$ cat src/rtl/ttt_stage_sequencer_pkg.sv
// Shared types and constants for the ttt stage sequencer and the main datapath.
// Stage codes here are the values the datapath decodes on its stage input.
package ttt_seq_pkg;

    typedef enum logic [2:0] {
        ST_IDLE    = 3'd0,
        ST_PROG    = 3'd1,
        ST_INPUT   = 3'd2,
        ST_PROCESS = 3'd3,
        ST_OUTPUT  = 3'd4,
        ST_DONE    = 3'd5
    } seq_state_t;

    localparam logic [4:0] INSTR_NOP = 5'd0;

    localparam logic [2:0] STAGE_IDLE    = 3'd0;
    localparam logic [2:0] STAGE_PROG    = 3'd1;
    localparam logic [2:0] STAGE_INPUT   = 3'd2;
    localparam logic [2:0] STAGE_PROCESS = 3'd3;
    localparam logic [2:0] STAGE_OUTPUT  = 3'd4;
    localparam logic [2:0] STAGE_DONE    = 3'd5;

endpackage

$ cat src/rtl/ttt_stage_sequencer_if.sv
// Bundle between host shim / datapath (slave side) and the stage sequencer (master side).
// TTT_SEQ_AUTORUN_EN adds the autorun request line.
interface ttt_seq_if #(
    parameter int NUM_PROCESSORS = 10,
    parameter int PROG_WIDTH     = 8,
    parameter int EVT_CNT_BITS   = 8
);
    localparam int PID_W = $clog2(NUM_PROCESSORS);

`ifdef TTT_SEQ_AUTORUN_EN
    logic                    autorun;
`endif
    logic                    start;
    logic                    prog_req;
    logic [4:0]              prog_instr_in;
    logic [PROG_WIDTH-1:0]   prog_data_in;
    logic                    prog_ack;
    logic                    in_valid;
    logic                    in_last;
    logic                    in_ready;
    logic                    dp_output_valid;
    logic                    out_ready;
    logic [2:0]              stage;
    logic [PID_W-1:0]        processor_id;
    logic [4:0]              instruction;
    logic [PROG_WIDTH-1:0]   prog_data;
    logic                    busy;
    logic                    tick_done;
    logic [EVT_CNT_BITS-1:0] evt_count;

    modport master (
`ifdef TTT_SEQ_AUTORUN_EN
        input  autorun,
`endif
        input  start, prog_req, prog_instr_in, prog_data_in,
        input  in_valid, in_last, dp_output_valid, out_ready,
        output prog_ack, in_ready, stage, processor_id, instruction,
        output prog_data, busy, tick_done, evt_count
    );

    modport slave (
`ifdef TTT_SEQ_AUTORUN_EN
        output autorun,
`endif
        output start, prog_req, prog_instr_in, prog_data_in,
        output in_valid, in_last, dp_output_valid, out_ready,
        input  prog_ack, in_ready, stage, processor_id, instruction,
        input  prog_data, busy, tick_done, evt_count
    );

endinterface

$ cat src/rtl/ttt_stage_sequencer_scan_counter.sv
// Modulo-COUNT index counter shared by the PROCESS and OUTPUT scans.
// Wraps explicitly so non-power-of-2 counts never exceed COUNT-1.
module ttt_scan_counter #(
    parameter int COUNT = 10,
    parameter int W     = $clog2(COUNT)
) (
    input  logic         clk_i,
    input  logic         rst_n_i,
    input  logic         clr_i,
    input  logic         en_i,
    output logic [W-1:0] cnt_o,
    output logic         last_o
);
    localparam logic [W-1:0] LAST = W'(COUNT - 1);

    logic [W-1:0] cnt_q, cnt_d;

    always_comb begin
        cnt_d = cnt_q;
        if (clr_i)       cnt_d = '0;
        else if (en_i)   cnt_d = (cnt_q == LAST) ? '0 : cnt_q + 1'b1;
    end

    always_ff @(posedge clk_i or negedge rst_n_i) begin
        if (!rst_n_i) cnt_q <= '0;
        else          cnt_q <= cnt_d;
    end

    assign cnt_o  = cnt_q;
    assign last_o = (cnt_q == LAST);

endmodule

$ cat src/rtl/ttt_stage_sequencer.sv
// Stage sequencer: runs one tick input -> process -> output and arbitrates host writes.
// Optional TTT_SEQ_AUTORUN_EN lets DONE chain straight into the next INPUT.
module ttt_stage_sequencer
    import ttt_seq_pkg::*;
#(
    parameter int NUM_PROCESSORS = 10,
    parameter int PROG_WIDTH     = 8,
    parameter int EVT_CNT_BITS   = 8
) (
    input  logic  clock,
    input  logic  reset,
    ttt_seq_if.master bus
);
    localparam int PID_W = $clog2(NUM_PROCESSORS);

    seq_state_t              state_q, state_d;
    logic [4:0]              instr_q;
    logic [PROG_WIDTH-1:0]   prog_data_q;
    logic [EVT_CNT_BITS-1:0] evt_q, evt_d, evt_count_q;
    logic [PID_W-1:0]        pid;
    logic                    pid_last, scan_adv, scan_clr, evt_hit;

    function automatic logic [EVT_CNT_BITS-1:0] sat_inc(input logic [EVT_CNT_BITS-1:0] v);
        return (&v) ? v : v + 1'b1;
    endfunction

    // OUTPUT only stalls when a valid event is waiting on downstream.
    assign scan_adv = (state_q == ST_PROCESS) ||
                      ((state_q == ST_OUTPUT) && !(bus.dp_output_valid && !bus.out_ready));
    assign scan_clr = (state_q != ST_PROCESS) && (state_q != ST_OUTPUT);
    assign evt_hit  = (state_q == ST_OUTPUT) && bus.dp_output_valid && bus.out_ready;

    ttt_scan_counter #(.COUNT(NUM_PROCESSORS), .W(PID_W)) u_scan (
        .clk_i   (clock),
        .rst_n_i (reset),
        .clr_i   (scan_clr),
        .en_i    (scan_adv),
        .cnt_o   (pid),
        .last_o  (pid_last)
    );

    always_ff @(posedge clock or negedge reset) begin
        if (!reset) state_q <= ST_IDLE;
        else        state_q <= state_d;
    end

    always_comb begin
        state_d = state_q;
        case (state_q)
            ST_IDLE:    if (bus.prog_req)     state_d = ST_PROG;
                        else if (bus.start)   state_d = ST_INPUT;
            ST_PROG:    state_d = ST_IDLE;
            ST_INPUT:   if (bus.in_valid && bus.in_last) state_d = ST_PROCESS;
            ST_PROCESS: if (pid_last)         state_d = ST_OUTPUT;
            ST_OUTPUT:  if (scan_adv && pid_last) state_d = ST_DONE;
`ifdef TTT_SEQ_AUTORUN_EN
            ST_DONE:    if (bus.autorun)      state_d = bus.prog_req ? ST_PROG : ST_INPUT;
                        else                  state_d = ST_IDLE;
`else
            ST_DONE:    state_d = ST_IDLE;
`endif
            default:    state_d = ST_IDLE;
        endcase
    end

    always_comb begin
        evt_d = evt_q;
        if ((state_d == ST_INPUT) && (state_q != ST_INPUT)) evt_d = '0;
        else if (evt_hit)                                   evt_d = sat_inc(evt_q);
    end

    // Published count includes an event taken on the final OUTPUT cycle.
    always_ff @(posedge clock or negedge reset) begin
        if (!reset) begin
            instr_q     <= INSTR_NOP;
            prog_data_q <= '0;
            evt_q       <= '0;
            evt_count_q <= '0;
        end else begin
            instr_q <= (state_d == ST_PROG) ? bus.prog_instr_in : INSTR_NOP;
            if (state_d == ST_PROG) prog_data_q <= bus.prog_data_in;
            evt_q <= evt_d;
            if (state_d == ST_DONE) evt_count_q <= evt_d;
        end
    end

    always_comb begin
        bus.stage        = state_q;
        bus.processor_id = pid;
        bus.instruction  = instr_q;
        bus.prog_data    = prog_data_q;
        bus.prog_ack     = (state_q == ST_PROG);
        bus.in_ready     = (state_q == ST_INPUT);
        bus.busy         = (state_q != ST_IDLE);
        bus.tick_done    = (state_q == ST_DONE);
        bus.evt_count    = evt_count_q;
    end

endmodule

$ cat src/flat_wrapper.sv
// flat-port wrapper written by rule: the top's interface ports become plain ports
module ttt_stage_sequencer_flat import ttt_seq_pkg::*;
#(
    parameter int NUM_PROCESSORS = 10,
    parameter int PROG_WIDTH     = 8,
    parameter int EVT_CNT_BITS   = 8
)
  (clock, reset, bus_start, bus_prog_req, bus_prog_instr_in, bus_prog_data_in, bus_in_valid, bus_in_last, bus_dp_output_valid, bus_out_ready, bus_prog_ack, bus_in_ready, bus_stage, bus_processor_id, bus_instruction, bus_prog_data, bus_busy, bus_tick_done, bus_evt_count);
  ttt_seq_if #(.NUM_PROCESSORS(NUM_PROCESSORS), .PROG_WIDTH(PROG_WIDTH), .EVT_CNT_BITS(EVT_CNT_BITS)) bus_i ();
  input  logic clock;
  input  logic reset;
  input wire logic [$bits(bus_i.start)-1:0] bus_start;
  input wire logic [$bits(bus_i.prog_req)-1:0] bus_prog_req;
  input wire logic [$bits(bus_i.prog_instr_in)-1:0] bus_prog_instr_in;
  input wire logic [$bits(bus_i.prog_data_in)-1:0] bus_prog_data_in;
  input wire logic [$bits(bus_i.in_valid)-1:0] bus_in_valid;
  input wire logic [$bits(bus_i.in_last)-1:0] bus_in_last;
  input wire logic [$bits(bus_i.dp_output_valid)-1:0] bus_dp_output_valid;
  input wire logic [$bits(bus_i.out_ready)-1:0] bus_out_ready;
  output wire logic [$bits(bus_i.prog_ack)-1:0] bus_prog_ack;
  output wire logic [$bits(bus_i.in_ready)-1:0] bus_in_ready;
  output wire logic [$bits(bus_i.stage)-1:0] bus_stage;
  output wire logic [$bits(bus_i.processor_id)-1:0] bus_processor_id;
  output wire logic [$bits(bus_i.instruction)-1:0] bus_instruction;
  output wire logic [$bits(bus_i.prog_data)-1:0] bus_prog_data;
  output wire logic [$bits(bus_i.busy)-1:0] bus_busy;
  output wire logic [$bits(bus_i.tick_done)-1:0] bus_tick_done;
  output wire logic [$bits(bus_i.evt_count)-1:0] bus_evt_count;
  assign bus_i.start = bus_start;
  assign bus_i.prog_req = bus_prog_req;
  assign bus_i.prog_instr_in = bus_prog_instr_in;
  assign bus_i.prog_data_in = bus_prog_data_in;
  assign bus_i.in_valid = bus_in_valid;
  assign bus_i.in_last = bus_in_last;
  assign bus_i.dp_output_valid = bus_dp_output_valid;
  assign bus_i.out_ready = bus_out_ready;
  assign bus_prog_ack = bus_i.prog_ack;
  assign bus_in_ready = bus_i.in_ready;
  assign bus_stage = bus_i.stage;
  assign bus_processor_id = bus_i.processor_id;
  assign bus_instruction = bus_i.instruction;
  assign bus_prog_data = bus_i.prog_data;
  assign bus_busy = bus_i.busy;
  assign bus_tick_done = bus_i.tick_done;
  assign bus_evt_count = bus_i.evt_count;
  ttt_stage_sequencer #(.NUM_PROCESSORS(NUM_PROCESSORS), .PROG_WIDTH(PROG_WIDTH), .EVT_CNT_BITS(EVT_CNT_BITS)) u_core (.clock(clock), .reset(reset), .bus(bus_i));
endmodule
$ cat config.mk
export PLATFORM = sky130hd
export DESIGN_NAME = ttt_stage_sequencer_flat
export DESIGN_NICKNAME = d
export VERILOG_FILES = /design/src/rtl/ttt_stage_sequencer_pkg.sv /design/src/rtl/ttt_stage_sequencer_if.sv /design/src/rtl/ttt_stage_sequencer_scan_counter.sv /design/src/rtl/ttt_stage_sequencer.sv /design/src/flat_wrapper.sv
export SDC_FILE = /design/constraint.sdc
export NUM_CORES = 1
export LEC_CHECK = 0
export ABC_AREA = 1
export CAP_MARGIN = 10
export CORE_MARGIN = 8
export CORE_UTILIZATION = 40
export CTS_CLUSTER_DIAMETER = 120
export DETAILED_ROUTE_END_ITERATION = 16
export GPL_TIMING_DRIVEN = 0
export PLACE_DENSITY = 0.74
export SYNTH_ARGS = -nofsm -noshare
export SYNTH_HDL_FRONTEND = slang
export SYNTH_SLANG_ARGS = --single-unit
export TNS_END_PERCENT = 50
$ cat constraint.sdc
create_clock -name clock -period 3.7 [get_ports clock]
set_input_delay 0.555 -clock clock [delete_from_list [all_inputs] [get_ports clock]]
set_output_delay 0.555 -clock clock [all_outputs]
set_load 0.02 [all_outputs]
==> qor.txt <==
Highest clock frequency the design can meet -> 440 MHz
Fin crit share -> 0.614
Synthesized netlist cell count -> 202
Combinational share of power -> 0.461
Register share of total power -> 0.364
Relative max-transition margin -> 0.473
Data required time at the worst endpoint -> 3.14 ns
Worst voltage drop across the vdd grid -> 0.469 mV
Clk Latency, worst-skew pair -> 0.28 ns
Crit path max-delay cell type -> clkdlybuf4s50_1
HP Class -> input pin to asynchronous set/reset pin
H-Tree Level Count -> 2
Highest cell delay on the worst timing path -> 0.66 ns
Unrepaired setup endpoints after global routing -> false
Final setup viols -> 0
Outcome -> finished clean
Maximum Capacitance Violations -> 0
Largest fanout on the critical path -> 6
Commonest non-fill, non-tap cells in the layout -> 51 x clkdlybuf4s50_1, 46 x nand2_1, 36 x dfrtp_1
Distinct cell type count after synthesis -> 28
Clk pin slew, worst setup/hold paths -> 0.07 ns
Number of placed I/O pins -> 53
Row cnt -> 24
Pins over their slew limit -> 0
Sequential share of the synthesized area -> 0.504
Clock period minus worst slack -> 2.27 ns
Total of cells resized after clock tree synthesis -> 0
Most common cell after layout, fill and taps aside -> clkdlybuf4s50_1
Pleak -> 1.17 nW
Global-route wire length before repair -> 7150 um
Warning count from the yosys run -> 0
Data arrival time at the worst-slack endpoint -> 1.72 ns
Num CTS Buffers -> 5
Routed wire length -> 4090 um
Power density cells -> 670 mW/mm2
Part of the total power dissipated in the clock network -> 0.175
Worst-Margin Slew -> 0.790 ns
Post-placement worst setup slack -> 1.71 ns
Placeable core area -> 0.00432 mm2
Crit path buffers/inverters -> 2
Ratio of cells with drive above 1 in the final layout -> 0.126
Via count of the first global-routing pass -> 1556
Final worst clock skew -> 0.00780 ns
Average vias per placed instance -> 4.78
Average footprint of a synthesized cell -> 8.85 um2
Number of DRC violations after detailed routing -> 0
Endpoint class of the critical path -> primary output
Count of routing violations after the opening detailed-route iteration -> 75
Number of I/O port buffers -> 52
Vias -> 1502
Type of origin of the critical path -> flop
Overall track demand over capacity in global routing -> 0.125
Number of endpoints with negative hold slack in the final report -> 0
Maximum clock insertion buffer count -> 2
Kind of critical path -> flop to primary output
Internal portion of total power -> 1.04 mW
Die Y-Extent -> 82.8 um
Total negative slack for setup checks -> 0 ns
Proportion of total power due to net switching -> 0.368
Number of nets produced by synthesis -> 226
Master cell of the clock root buffer -> clkbuf_8
PnR worst setup slack -> 1.43 ns
Net switching power -> 0.607 mW
Quantity of hold-fixing buffers added after cts -> 0
Diode count -> 0
Number of storage elements in the synthesis netlist -> 36
Initial standard-cell utilization of the core -> 0.413
Routed length per placed instance -> 13.0 um
Die outline area -> 0.00686 mm2
Total Nets Final -> 285
Chip width -> 82.8 um
Synth-to-Final Area Change -> 37.7%
Grt ovf -> 0
Routability cong. -> 0.856
Initial antenna violation count -> 0
Post-detailed-route count of antenna-violating nets -> 0
Detailed Routing Iterations Pass 1 -> 4
Half-perimeter wire length of the detailed placement result -> 3170 um
Pin count of the biggest net entering global routing -> 37
CP Cell Sequence -> inv_2, nand2_1, nor2_1, clkdlybuf4s50_1
Postcts setup bufs -> 0
Synth Cell Area -> 0.00179 mm2
Top cell family by delay on the critical path -> buffers and inverters
Clock tree from TritonCTS -> built
Num Clock Sinks -> 36
==> layout make-up <==
type,instances,area [um2]
Buffer,6,60.1
Clock buffer,7,86.3
Clock inverter,1,7.51
Fill cell,399,1860
Inverter,24,90.1
Multi-Input combinational cell,136,736
Sequential cell,36,901
Tap cell,52,65.1
Timing Repair Buffer,52,515
==> Yosys cell counts <==
master,number,area share
a21oi_1,5,0.014
and2_1,1,0.0035
and3_1,2,0.0070
buf_4,2,0.0084
buf_6,4,0.025
dfrtp_1,36,0.50
ha_1,3,0.021
inv_1,22,0.046
inv_2,2,0.0042
mux2_2,4,0.025
mux2_4,4,0.034
nand2_1,46,0.097
nand2_2,2,0.0070
nand3_1,25,0.070
nand4_1,4,0.014
nand4_2,1,0.0070
nor2_1,21,0.044
nor2_2,1,0.0035
nor2_4,1,0.0063
nor3_1,4,0.011
nor3_2,1,0.0056
o21ai_0,5,0.014
o21ai_2,1,0.0049
o21bai_2,1,0.0063
o22ai_1,1,0.0035
or2_2,1,0.0035
xnor2_1,1,0.0049
xor2_1,1,0.0049
==> layer usage <==
layer	vias to the layer above	part of all wire	global-route usage
li1	766	-	-
met1	691	0.42	0.138
met2	37	0.48	0.192
met3	8	0.085	0.0674
met4	0	0.021	0.0591
met5	-	0	0
==> worst register-to-register path, delay by kind of cell (launching register included) <==
family / cells / cell delay [ns]
AOI/OAI and AO/OA: 1 / 0.07
DFF: 1 / 0.40
adders and majority gates: 1 / 0.14
and+or+nand+nor: 4 / 0.46
buffers and inverters: 4 / 0.40
==> power groups by stage <==
stage	registers [mW]	logic [mW]	clock network (mW)
2_1_floorplan	0.728	0.300	0
3_3_place_gp	0.602	0.762	0
3_5_place_dp	0.605	0.773	0
4_1_cts	0.600	0.776	0.298
5_1_grt	0.618	0.827	0.316
6_report	0.600	0.761	0.289
==> state kept, by name (all words and copies together), names as in the netlist <==
name / count
u_core.evt_q: 8
u_core.bus.instruction: 5
u_core.bus.prog_data: 8
u_core.bus.evt_count: 8
u_core.u_scan.cnt_o: 4
u_core.bus.stage: 3
==> per-stage QoR <==
| stage | total power [mW] | instance area (um2) | utilization | hold slack, ns | cells |
|---|---|---|---|---|---|
| 2_1_floorplan | 1.03 | 1790 | - | 0.259 | 202 |
| 3_3_place_gp | 1.36 | 2370 | 0.549 | 0.464 | 306 |
| 3_5_place_dp | 1.38 | 2370 | 0.547 | 0.471 | 306 |
| 4_1_cts | 1.67 | 2460 | 0.569 | 0.369 | 314 |
| 5_1_grt | 1.76 | 2460 | 0.569 | 0.407 | 314 |
| 6_report | 1.65 | 2460 | 0.569 | 0.342 | 314 |
==> worst paths after layout <==
| path | cells after the start | startpoint | slack [ns] | to |
|---|---|---|---|---|
| hold / removal | 1 | reset | 0.34 | u_core.evt_q[2] |
| setup / recovery | 4 | u_core.bus.stage[2] | 1.43 | bus_in_ready |
| max in group asynchronous | 1 | reset | 2.84 | u_core.bus.stage[2] |
| hold reg to reg | 2 | u_core.bus.evt_count[7] | 0.48 | u_core.bus.evt_count[7] |
| min in group clock | 2 | u_core.bus.evt_count[7] | 0.48 | u_core.bus.evt_count[7] |
| setup reg to reg | 10 | u_core.u_scan.cnt_o[1] | 2.12 | u_core.bus.evt_count[6] |
==> cell families (layout without fill, tap and decap cells) <==
logic type / Yosys count / count (layout) / share of synthesized area
adder cells (fa/ha/maj): 3 / 3 / 0.0210
flip-flops: 36 / 36 / 0.504
AND/OR/NAND/NOR: 110 / 110 / 0.279
buffers and inverters: 30 / 90 / 0.0840
XOR/XNOR: 2 / 2 / 0.00981
AO/OA/AOI/OAI: 13 / 13 / 0.0427
multiplexers: 8 / 8 / 0.0588
Power figures use the tool's default switching activity.
==> variant (same flow settings) <==
`EVT_CNT_BITS` is set to 8 in 3 places; all go to 6.
--- a/src/rtl/ttt_stage_sequencer_if.sv
+++ b/src/rtl/ttt_stage_sequencer_if.sv
@@ -5,3 +5,3 @@
     parameter int PROG_WIDTH     = 8,
-    parameter int EVT_CNT_BITS   = 8
+    parameter int EVT_CNT_BITS   = 6
 );
--- a/src/rtl/ttt_stage_sequencer.sv
+++ b/src/rtl/ttt_stage_sequencer.sv
@@ -7,3 +7,3 @@
     parameter int PROG_WIDTH     = 8,
-    parameter int EVT_CNT_BITS   = 8
+    parameter int EVT_CNT_BITS   = 6
 ) (
--- a/src/flat_wrapper.sv
+++ b/src/flat_wrapper.sv
@@ -5,3 +5,3 @@
     parameter int PROG_WIDTH     = 8,
-    parameter int EVT_CNT_BITS   = 8
+    parameter int EVT_CNT_BITS   = 6
 )
Ports: changed (resized bus_evt_count); port bits go from 53 to 51. The function was not compared with the original's and may differ.
==> variant against the original RTL <==
Final area is 10% lower; wire length shrank 14%; sequential cell count down 4; synthesized area is 13% lower; synthesized cell count down 22%; power decreased by 7.3%; global-route usage is essentially flat; setup slack worse by 0.045 ns; core utilization is 3.1 points higher; critical path depth did not move.
==> variant: results <==
group,metric,value,unit
logic_synthesis,yosysSeqAreaShare,0.517,
grt,grt_usage,0.125,
timing,slew_headroom,0.530,
run_status,status,"finished, final reports clean",
routing,dr.pass1.iters,4,
timing,finClkSkew,0.00498,ns
critical_path,worstSetupStartpoint,"u_core.bus.stage[2]",
power,p_leak,1.05,nW
critical_path,ff2ff_path_depth,7,
logic_synthesis,synth_common_cells,"32 x dfrtp_1, 32 x nand2_1, 14 x inv_1, 13 x nand3_1, 13 x nor2_1",
critical_path,critPathMaxStageDelay,0.61,ns
critical_path,cpMaxStageDelayCell,"clkdlybuf4s50_1",
placement,gp_congestion,0.802,
logic_synthesis,synth_compound_area_frac,0.0533,
power,ir_drop,0.387,mV
placement,port_buffers,50,
routing,dr_total_vias,1241,
critical_path,arrival,1.76,ns
cts,htree_levels,2,
critical_path,critPathMaxFanout,7,
timing,timing.fmax,0.431,GHz
layout,nNetsFinal,238,
logic_synthesis,syn-num-nets,181,
cts,clk_path_buf_depth,2,
critical_path,setup.worst_path.end,"bus_in_ready",
timing,hold_ws,0.321,ns
routing,drt_iter0_markers,77,
logic_synthesis,synthDistinctLibCells,31,
cts,postCtsSetupBuffers,0,
layout,num_antenna_cells,0,
critical_path,r2r_slack,2.05,ns
cts,numCtsBuffers,5,
critical_path,r2r-start,"u_core.u_scan.cnt_o[1]",
cts,worstSkewPairLatency,0.28,ns
logic_synthesis,synth_fa_ha_area_frac,0.0242,
hold_path,min_path_type,"in -> async",
critical_path,r2r-end,"u_core.bus.evt_count[3]",
logic_synthesis,synth_mux_area_frac,0.0678,
logic_synthesis,synth-xor-area-share,0.0113,
grt,first_global_vias,1300,
logic_synthesis,synthArstFlopShare,1.00,
placement,dp_hpwl,2640,µm
routing,post_drt_wl_per_cell,13.4,µm
timing,finalHoldViolations,0,
grt,grt_pass1_wl,6150,µm
layout,drive_above_1_share,0.158,
grt,antenna_found_initial,0,
layout,largest_reg_flops,8,
grt,grt_max_degree,33,
logic_synthesis,yosysWarnings,0,
cts,clk_pin_slew,0.06,ns
cts,clock-root-buffer,"clkbuf_8",
cts,cts-resized-gates,0,
logic_synthesis,synth_flop_cell,"dfrtp_1",
logic_synthesis,ys_top_cells_by_area,"dfrtp_1 52%, nand2_1 7.7%, nand3_1 4.2%",
variant: layout make-up:
| type | instances | area, µm² |
|---|---|---|
| Buffer | 1 | 11.3 |
| Clock buffer | 6 | 72.6 |
| Clock inverter | 2 | 35.0 |
| Fill cell | 333 | 1480 |
| Inverter | 19 | 72.6 |
| Multi-Input combinational cell | 105 | 666 |
| Sequential cell | 32 | 801 |
| Tap cell | 48 | 60.1 |
| Timing Repair Buffer | 50 | 495 |
variant: cells by family (layout without fill, tap and decap cells):
| family | after synthesis | count (layout) |
|---|---|---|
| AO/OA/AOI/OAI | 13 | 13 |
| XOR/XNOR | 2 | 2 |
| adder cells (fa/ha/maj) | 3 | 3 |
| buffers and inverters | 20 | 78 |
| flip-flops | 32 | 32 |
| multiplexers | 8 | 8 |
| AND/OR/NAND/NOR | 79 | 79 |
variant: metal layers:
metal,share of wire,wire length [µm],global-route usage,up-vias
met4,0.016,55,0.0611,0
met3,0.076,267,0.0513,4
met1,0.43,1520,0.145,575
met5,0,0,0,-
met2,0.48,1690,0.195,34
li1,-,-,-,628
variant: power breakdown:
group          total (mW)  switching, mW  internal (mW)
sequential          0.532         0.0805          0.452
combinational       0.674          0.340          0.334
clock               0.323          0.123          0.200
total                1.53          0.544          0.985
variant: worst max-delay path, delay by kind of cell, from the launching register on:
family / cells / cell delay, ns
simple gates: 1 / 0.13
flops: 1 / 0.49
buf+inv: 3 / 0.86
variant: per-stage QoR:
stage	std cells	instance area [µm²]	worst slack (ns)
after global routing	263	2210	1.30
final	263	2210	1.38
after CTS	263	2210	1.39
after detailed placement	255	2110	1.68
after floorplan	157	1550	1.99
after global placement	255	2110	1.44
